[src/rtl/wishbone_board_ram_if.sv]
// Pipelined Wishbone bus bundle shared by the arbiter (master side) and the board RAM (slave side).
// Signal suffixes are named from the master's point of view.
interface wishbone_if #(
  parameter int unsigned ADDR_WIDTH = 8,
  parameter int unsigned DATA_WIDTH = 8
);
  logic [ADDR_WIDTH-1:0] adr_o;
  logic [DATA_WIDTH-1:0] dat_o;
  logic                  we_o;
  logic                  stb_o;
  logic                  cyc_o;
  logic [DATA_WIDTH-1:0] dat_i;
  logic                  ack_i;
  logic                  stall_i;

  modport master (
    output adr_o, dat_o, we_o, stb_o, cyc_o,
    input  dat_i, ack_i, stall_i
  );

  modport slave (
    input  adr_o, dat_o, we_o, stb_o, cyc_o,
    output dat_i, ack_i, stall_i
  );
endinterface

[src/rtl/wishbone_board_ram.sv]
// Minesweeper board RAM: pipelined Wishbone slave with a hardware clear sweep after reset/on request.
// Define WB_BOARD_RAM_OUTREG_EN to add a registered dat_i/ack_i stage (ack latency 2 instead of 1).
module wishbone_board_ram #(
  parameter int unsigned           ADDR_WIDTH = 8,
  parameter int unsigned           DATA_WIDTH = 8,
  parameter int unsigned           DEPTH      = 256,
  parameter logic [DATA_WIDTH-1:0] INIT_VALUE = '0
) (
  input  logic       clk,
  input  logic       rst,
  input  logic       clear_req,
  output logic       init_busy,
  wishbone_if.slave  bus
);

  localparam int unsigned           CntW     = (DEPTH > 1) ? $clog2(DEPTH) : 1;
  localparam logic [ADDR_WIDTH:0]   DepthLim = (ADDR_WIDTH + 1)'(DEPTH);
  localparam logic [CntW-1:0]       LastIdx  = CntW'(DEPTH - 1);

  typedef enum logic [1:0] {StSweep, StDrain, StReady} state_e;

  state_e                state_q;
  logic [CntW-1:0]       cnt_q;
  logic                  stall_q;

  logic [DATA_WIDTH-1:0] mem [DEPTH];

  logic                  accept;
  logic                  in_range;
  logic [CntW-1:0]       idx;
  logic [DATA_WIDTH-1:0] rd_word;
  logic                  pipe_busy;

  logic                  mem_we;
  logic [CntW-1:0]       mem_idx;
  logic [DATA_WIDTH-1:0] mem_wdata;

  logic                  ack_a_q;
  logic [DATA_WIDTH-1:0] dat_a_q;

  assign accept   = bus.cyc_o & bus.stb_o & ~stall_q;
  assign in_range = {1'b0, bus.adr_o} < DepthLim;
  assign idx      = bus.adr_o[CntW-1:0];
  assign rd_word  = (in_range && !bus.we_o) ? mem[idx] : '0;

  // Memory port: the sweep owns it whenever it runs; bus writes only land in READY.
  always_comb begin
    mem_we    = 1'b0;
    mem_idx   = idx;
    mem_wdata = bus.dat_o;
    if (state_q == StSweep) begin
      mem_we    = 1'b1;
      mem_idx   = cnt_q;
      mem_wdata = INIT_VALUE;
    end else if (accept && bus.we_o && in_range) begin
      mem_we    = 1'b1;
    end
  end

  always_ff @(posedge clk) begin
    if (mem_we) begin
      mem[mem_idx] <= mem_wdata;
    end
  end

  // First response stage; read data is captured from the pre-edge contents.
  always_ff @(posedge clk or negedge rst) begin
    if (!rst) begin
      ack_a_q <= 1'b0;
      dat_a_q <= '0;
    end else begin
      ack_a_q <= accept;
      dat_a_q <= accept ? rd_word : '0;
    end
  end

`ifdef WB_BOARD_RAM_OUTREG_EN
  logic                  ack_b_q;
  logic [DATA_WIDTH-1:0] dat_b_q;

  // A cycle drop flushes the request that has not yet reached the output register.
  always_ff @(posedge clk or negedge rst) begin
    if (!rst) begin
      ack_b_q <= 1'b0;
      dat_b_q <= '0;
    end else begin
      ack_b_q <= ack_a_q & bus.cyc_o;
      dat_b_q <= (ack_a_q && bus.cyc_o) ? dat_a_q : '0;
    end
  end

  assign pipe_busy = ack_a_q & bus.cyc_o;
  assign bus.ack_i = ack_b_q;
  assign bus.dat_i = dat_b_q;
`else
  assign pipe_busy = 1'b0;
  assign bus.ack_i = ack_a_q;
  assign bus.dat_i = dat_a_q;
`endif

  // pipe_busy marks a request that still needs another cycle before its ack is presented.
  always_ff @(posedge clk or negedge rst) begin
    if (!rst) begin
      state_q <= StSweep;
      cnt_q   <= '0;
      stall_q <= 1'b1;
    end else begin
      unique case (state_q)
        StSweep: begin
          if (clear_req) begin
            cnt_q <= '0;
          end else if (cnt_q == LastIdx) begin
            cnt_q   <= '0;
            state_q <= StReady;
            stall_q <= 1'b0;
          end else begin
            cnt_q <= cnt_q + CntW'(1);
          end
        end
        StDrain: begin
          if (!pipe_busy) begin
            state_q <= StSweep;
            cnt_q   <= '0;
          end
        end
        StReady: begin
          if (clear_req) begin
            stall_q <= 1'b1;
            cnt_q   <= '0;
            state_q <= (accept || pipe_busy) ? StDrain : StSweep;
          end
        end
        default: begin
          state_q <= StSweep;
          cnt_q   <= '0;
          stall_q <= 1'b1;
        end
      endcase
    end
  end

  assign bus.stall_i = stall_q;
  assign init_busy   = stall_q;

endmodule
[src/flat_wrapper.sv]
// flat-port wrapper written by rule: the top's interface ports become plain ports
module wishbone_board_ram_flat 
#(
  parameter int unsigned           ADDR_WIDTH = 8,
  parameter int unsigned           DATA_WIDTH = 8,
  parameter int unsigned           DEPTH      = 256,
  parameter logic [DATA_WIDTH-1:0] INIT_VALUE = '0
)
  (clk, rst, clear_req, init_busy, bus_adr_o, bus_dat_o, bus_we_o, bus_stb_o, bus_cyc_o, bus_dat_i, bus_ack_i, bus_stall_i);
  wishbone_if #(.ADDR_WIDTH(ADDR_WIDTH), .DATA_WIDTH(DATA_WIDTH)) bus_i ();
  input  logic clk;
  input  logic rst;
  input  logic clear_req;
  output logic init_busy;
  input wire logic [$bits(bus_i.adr_o)-1:0] bus_adr_o;
  input wire logic [$bits(bus_i.dat_o)-1:0] bus_dat_o;
  input wire logic [$bits(bus_i.we_o)-1:0] bus_we_o;
  input wire logic [$bits(bus_i.stb_o)-1:0] bus_stb_o;
  input wire logic [$bits(bus_i.cyc_o)-1:0] bus_cyc_o;
  output wire logic [$bits(bus_i.dat_i)-1:0] bus_dat_i;
  output wire logic [$bits(bus_i.ack_i)-1:0] bus_ack_i;
  output wire logic [$bits(bus_i.stall_i)-1:0] bus_stall_i;
  assign bus_i.adr_o = bus_adr_o;
  assign bus_i.dat_o = bus_dat_o;
  assign bus_i.we_o = bus_we_o;
  assign bus_i.stb_o = bus_stb_o;
  assign bus_i.cyc_o = bus_cyc_o;
  assign bus_dat_i = bus_i.dat_i;
  assign bus_ack_i = bus_i.ack_i;
  assign bus_stall_i = bus_i.stall_i;
  wishbone_board_ram #(.ADDR_WIDTH(ADDR_WIDTH), .DATA_WIDTH(DATA_WIDTH), .DEPTH(DEPTH), .INIT_VALUE(INIT_VALUE)) u_core (.clk(clk), .rst(rst), .clear_req(clear_req), .init_busy(init_busy), .bus(bus_i));
endmodule
[config.mk]
export PLATFORM = sky130hd
export DESIGN_NAME = wishbone_board_ram_flat
export DESIGN_NICKNAME = d
export VERILOG_FILES = /design/src/rtl/wishbone_board_ram_if.sv /design/src/rtl/wishbone_board_ram.sv /design/src/flat_wrapper.sv
export SDC_FILE = /design/constraint.sdc
export NUM_CORES = 2
export LEC_CHECK = 0
export CAP_MARGIN = 20
export CORE_MARGIN = 2
export CORE_UTILIZATION = 50
export CTS_BUF_LIST = sky130_fd_sc_hd__clkbuf_2
export CTS_CLUSTER_DIAMETER = 40
export DETAILED_ROUTE_END_ITERATION = 6
export PLACE_DENSITY = 0.74
export SLEW_MARGIN = 20
export SYNTH_ARGS = -nofsm -noshare
export SYNTH_HDL_FRONTEND = slang
export SYNTH_SLANG_ARGS = --single-unit
[constraint.sdc]
create_clock -name clk -period 5.2 [get_ports clk]
set_input_delay 1.56 -clock clk [delete_from_list [all_inputs] [get_ports clk]]
set_output_delay 1.56 -clock clk [all_outputs]
set_load 0.1 [all_outputs]
==> flow_summary_export.csv <==
group,metric,value,unit
run_status,status,"finished, violations left",
run_status,violations,"DRC",
yosys,synth_ff_type,"edfxtp_1",
critical_path,worstPathRequired,3.64,ns
floorplan,die_area,0.1672,mm2
timing,period_needed,5.007,ns
critical_path,path_class,"reg2out",
pwr,clkPwrFrac,33.7,%
critical_path,cpLargestDelayFamily,"buffers and inverters",
drt,drt_iter0_drc,5671,
timing,post-route-period-util,96.30,%
critical_path,rr_worst_depth,5,
timing,relSlewSlack,14.49,%
clock_tree,clkTransAtPathRegs,0.12,ns
yosys,synth_fp_nets,3954,
pwr,power_leakage,30.09,nW
timing,worstMarginPinSlew,1.283,ns
yosys,syn_avg_cell_area,20.85,um2
yosys,synth-simple-area-share,2.683,%
run,drv_cap,0,
yosys,ys_seq_area_share,75.63,%
placed_design,io_buffers,32,
grt,grt_pass1_vias,43620,
clock_tree,insertion_delay,1.91,ns
finish,synthToLayoutAreaGrowth,10.43,%
pwr,internal_power,0.02229,W
yosys,netlist_area,0.08198,mm2
drt,routedWlPerCell,28.44,um
yosys,synth_cell_type_count,67,
critical_path,reg2reg_from,"u_core.state_q[1]$_DFFE_PN0P_",
timing,setup_viol,0,
worst_hold_path,whs_endpoint,"u_core.state_q[0]$_DFFE_PN0P_",
clock_tree,htree_num_levels,5,
worst_hold_path,min-delay-start,"clear_req",
yosys,synthMuxAreaShare,15.40,%
drt,antenna_left,0,
floorplan,io_pins,33,
grt,grt_overflow,0,
critical_path,start_kind,"flop",
critical_path,cpPeakStageDelay,0.92,ns
drt,drc,12,
timing,finalHoldViolCount,0,
drt,vias,43680,
placed_design,hpwlAfterDp,125.9,mm
yosys,synthAdderAreaFrac,0.01526,%
pwr,powerDensity,324.8,mW/mm2
critical_path,path_buf_inv,1,
drt,viasPerCell,6.123,
pwr,worst_ir_drop_vdd,0.0002739,V
pwr,p_switching,0.007116,W
yosys,synthCells,3931,
yosys,synth_most_common_cell,"edfxtp_1",
timing,drv_slew,0,
timing,clock.fmax,199.7,MHz
pwr,seqPwrFrac,61.4,%
yosys,synth_area_leader_cell,"edfxtp_1",
yosys,synth_top_family_by_area,"multiplexers",
drt,routed_wirelength,202.9,mm
grt,grtUsageTotal,24.06,%
yosys,yosys-top-cells-count,"edfxtp_1, mux4_2, nor2_1, mux2i_1, mux4_1",
pwr,p_sw_share,24.20,%
yosys,synth-edff-count,2048,
critical_path,crit_chain,"dlygate4sd2_1",
worst_hold_path,hp-class,"in2reg",
worst_hold_path,min_path_cells,3,
yosys,async_flop_share,0.9671,%
yosys,synth-xor-area-share,0.01068,%
yosys,yosys.area.top_type_share,75.02,%
grt,antenna_found_initial,9,
drt,dr.pass1.iters,7,
finish,finish.utilization,55.62,%
critical_path,r2r_end,"u_core.mem[20][6]$_DFFE_PP_",
critical_path,crit_path_max_fanout,1,
yosys,synth_compound_area_share,3.712,%
critical_path,worstPathArrival,3.45,ns
pwr,power,0.02941,W
clock_tree,clock_sinks,2068,
critical_path,cp_num_cells,1,
clock_tree,clk_path_buf_depth,4,
clock_tree,post-cts-setup-buffers,0,
timing,skew,0.1560,ns
yosys,ys.warnings.count,0,
clock_tree,cts_buffers,488,
finish,nets,4619,
floorplan,die_w,408.9,um
floorplan,fp.dieH,408.9,um
placed_design,routabilityCongestion,0.9263,
floorplan,core-area,0.1628,mm2
pwr,pwr-share-comb,4.9,%
grt,grt_max_degree,257,
clock_tree,ctsRootBufferMaster,"clkbuf_2",
finish,layout-drive-gt1-share,29.34,%
critical_path,end_kind,"output port",
floorplan,initial_core_util,50.37,%
yosys,synth_seq_cells,2068,
critical_path,rrSetupSlack,1.32,ns
clock_tree,cts_tree,"done",
grt,grt_pass1_wl,292.9,mm
yosys,synthTopCellsByArea,"edfxtp_1, mux4_2, mux4_1",
floorplan,std_cell_rows,148,
critical_path,slowest_stage,"dlygate4sd2_1",
-- cell families (layout without fill, tap and decap cells) --
family / count (synthesis) / count (layout)
other: 0 / 7
multiplexers: 699 / 699
buffers and inverters: 243 / 1264
adder cells (fa/ha/maj): 1 / 1
AO/OA/AOI/OAI: 414 / 414
XOR/XNOR: 1 / 1
flip-flops: 2068 / 2068
AND/OR/NAND/NOR: 505 / 505
-- registers in the layout (all words and copies together) (netlist names) --
| signal | cells |
|---|---|
| u_core.bus.dat_i | 8 |
| u_core.mem | 2048 |
| u_core.bus.stall_i | 1 |
| u_core.state_q | 2 |
| u_core.cnt_q | 8 |
| u_core.bus.ack_i | 1 |
-- area by class of cell --
| type | instances | area [um2] |
|---|---|---|
| Clock buffer | 687 | 3438 |
| Antenna cell | 7 | 17.52 |
| Tap cell | 2175 | 2721 |
| Inverter | 5 | 20.02 |
| Clock inverter | 159 | 710.7 |
| Sequential cell | 2068 | 62000 |
| Fill cell | 12150 | 72240 |
| Multi-Input combinational cell | 1620 | 17930 |
| Timing Repair Buffer | 413 | 3689 |
-- layout by cell type (no fill, tap or decap), types with 6 or more instances in the layout --
master and n:
o21ai_0 46, mux4_2 297, clkinv_2 22, nand4_1 14, a21boi_0 26, buf_12 39, nand3_1 35, dfrtp_1 19
and3_1 6, dlygate4sd2_1 11, inv_2 6, edfxtp_1 2048, a211oi_1 29, o31ai_1 7, nand2_1 93, nor2_1 279
diode_2 7, a21oi_1 28, buf_4 341, mux2i_1 267, nor3_1 13, a221oi_1 11, mux2_2 19, clkdlybuf4s50_1 17
and2_4 8, nand3b_1 11, clkbuf_2 687, o211ai_1 9, nor2b_1 11, a22oi_1 41, o22ai_1 75, o221ai_1 102
clkinv_1 128, mux4_1 116
-- worst max path at each step --
stage / from / end
finish: u_core.bus.dat_i[2]$_DFF_PN0_ / bus_dat_i[2]
global route: u_core.bus.dat_i[0]$_DFF_PN0_ / bus_dat_i[0]
CTS: u_core.bus.dat_i[2]$_DFF_PN0_ / bus_dat_i[2]
detailed placement: bus_adr_o[6] / u_core.bus.dat_i[5]$_DFF_PN0_
global placement: bus_adr_o[0] / u_core.bus.dat_i[5]$_DFF_PN0_
floorplan: bus_dat_o[0] / u_core.mem[0][0]$_DFFE_PP_
-- power groups by stage --
| stage | Clock (W) | Combinational [W] | Sequential [W] |
|---|---|---|---|
| after floorplan | 0 | 0.000927 | 0.0185 |
| after global placement | 0 | 0.00140 | 0.0184 |
| after detailed placement | 0 | 0.00141 | 0.0184 |
| after CTS | 0.0101 | 0.00141 | 0.0181 |
| after global routing | 0.0110 | 0.00147 | 0.0181 |
| final | 0.00992 | 0.00143 | 0.0181 |
-- through the flow --
step / hold WS, ns / instances / area, um2 / setup TNS [ns] / setup WS (ns)
after global routing: 0.3828 / 7133 / 90520 / -0.02391 / -0.02391
after detailed placement: 0.5146 / 6279 / 86340 / 0 / 0.3133
after global placement: 0.5155 / 6279 / 86340 / 0 / 0.3589
after CTS: 0.2833 / 7126 / 90480 / 0 / 0.02793
final: 0.4788 / 7134 / 90530 / 0 / 0.1925
after floorplan: 0.4586 / 3931 / 81980 / -969.93 / -0.4736
-- metal layers --
metal  GRT usage [%]  part of all wire, %  wire (um)  vias to the layer above
li1                -                    -          -                    18150
met1           32.66                   38      76920                    22260
met2           36.84                   47      94960                     2829
met3           7.058                   11      23160                      445
met4           9.569                  3.8       7776                        8
met5               0                0.021         43                        -
-- what timing repair did --
action	in CTS	in global routing
endpoints found under the hold margin	19	0
hold buffers	1	0
gates resized for setup	11	0
endpoints found under the setup margin	11	0
(Power assumes the default switching activity.)
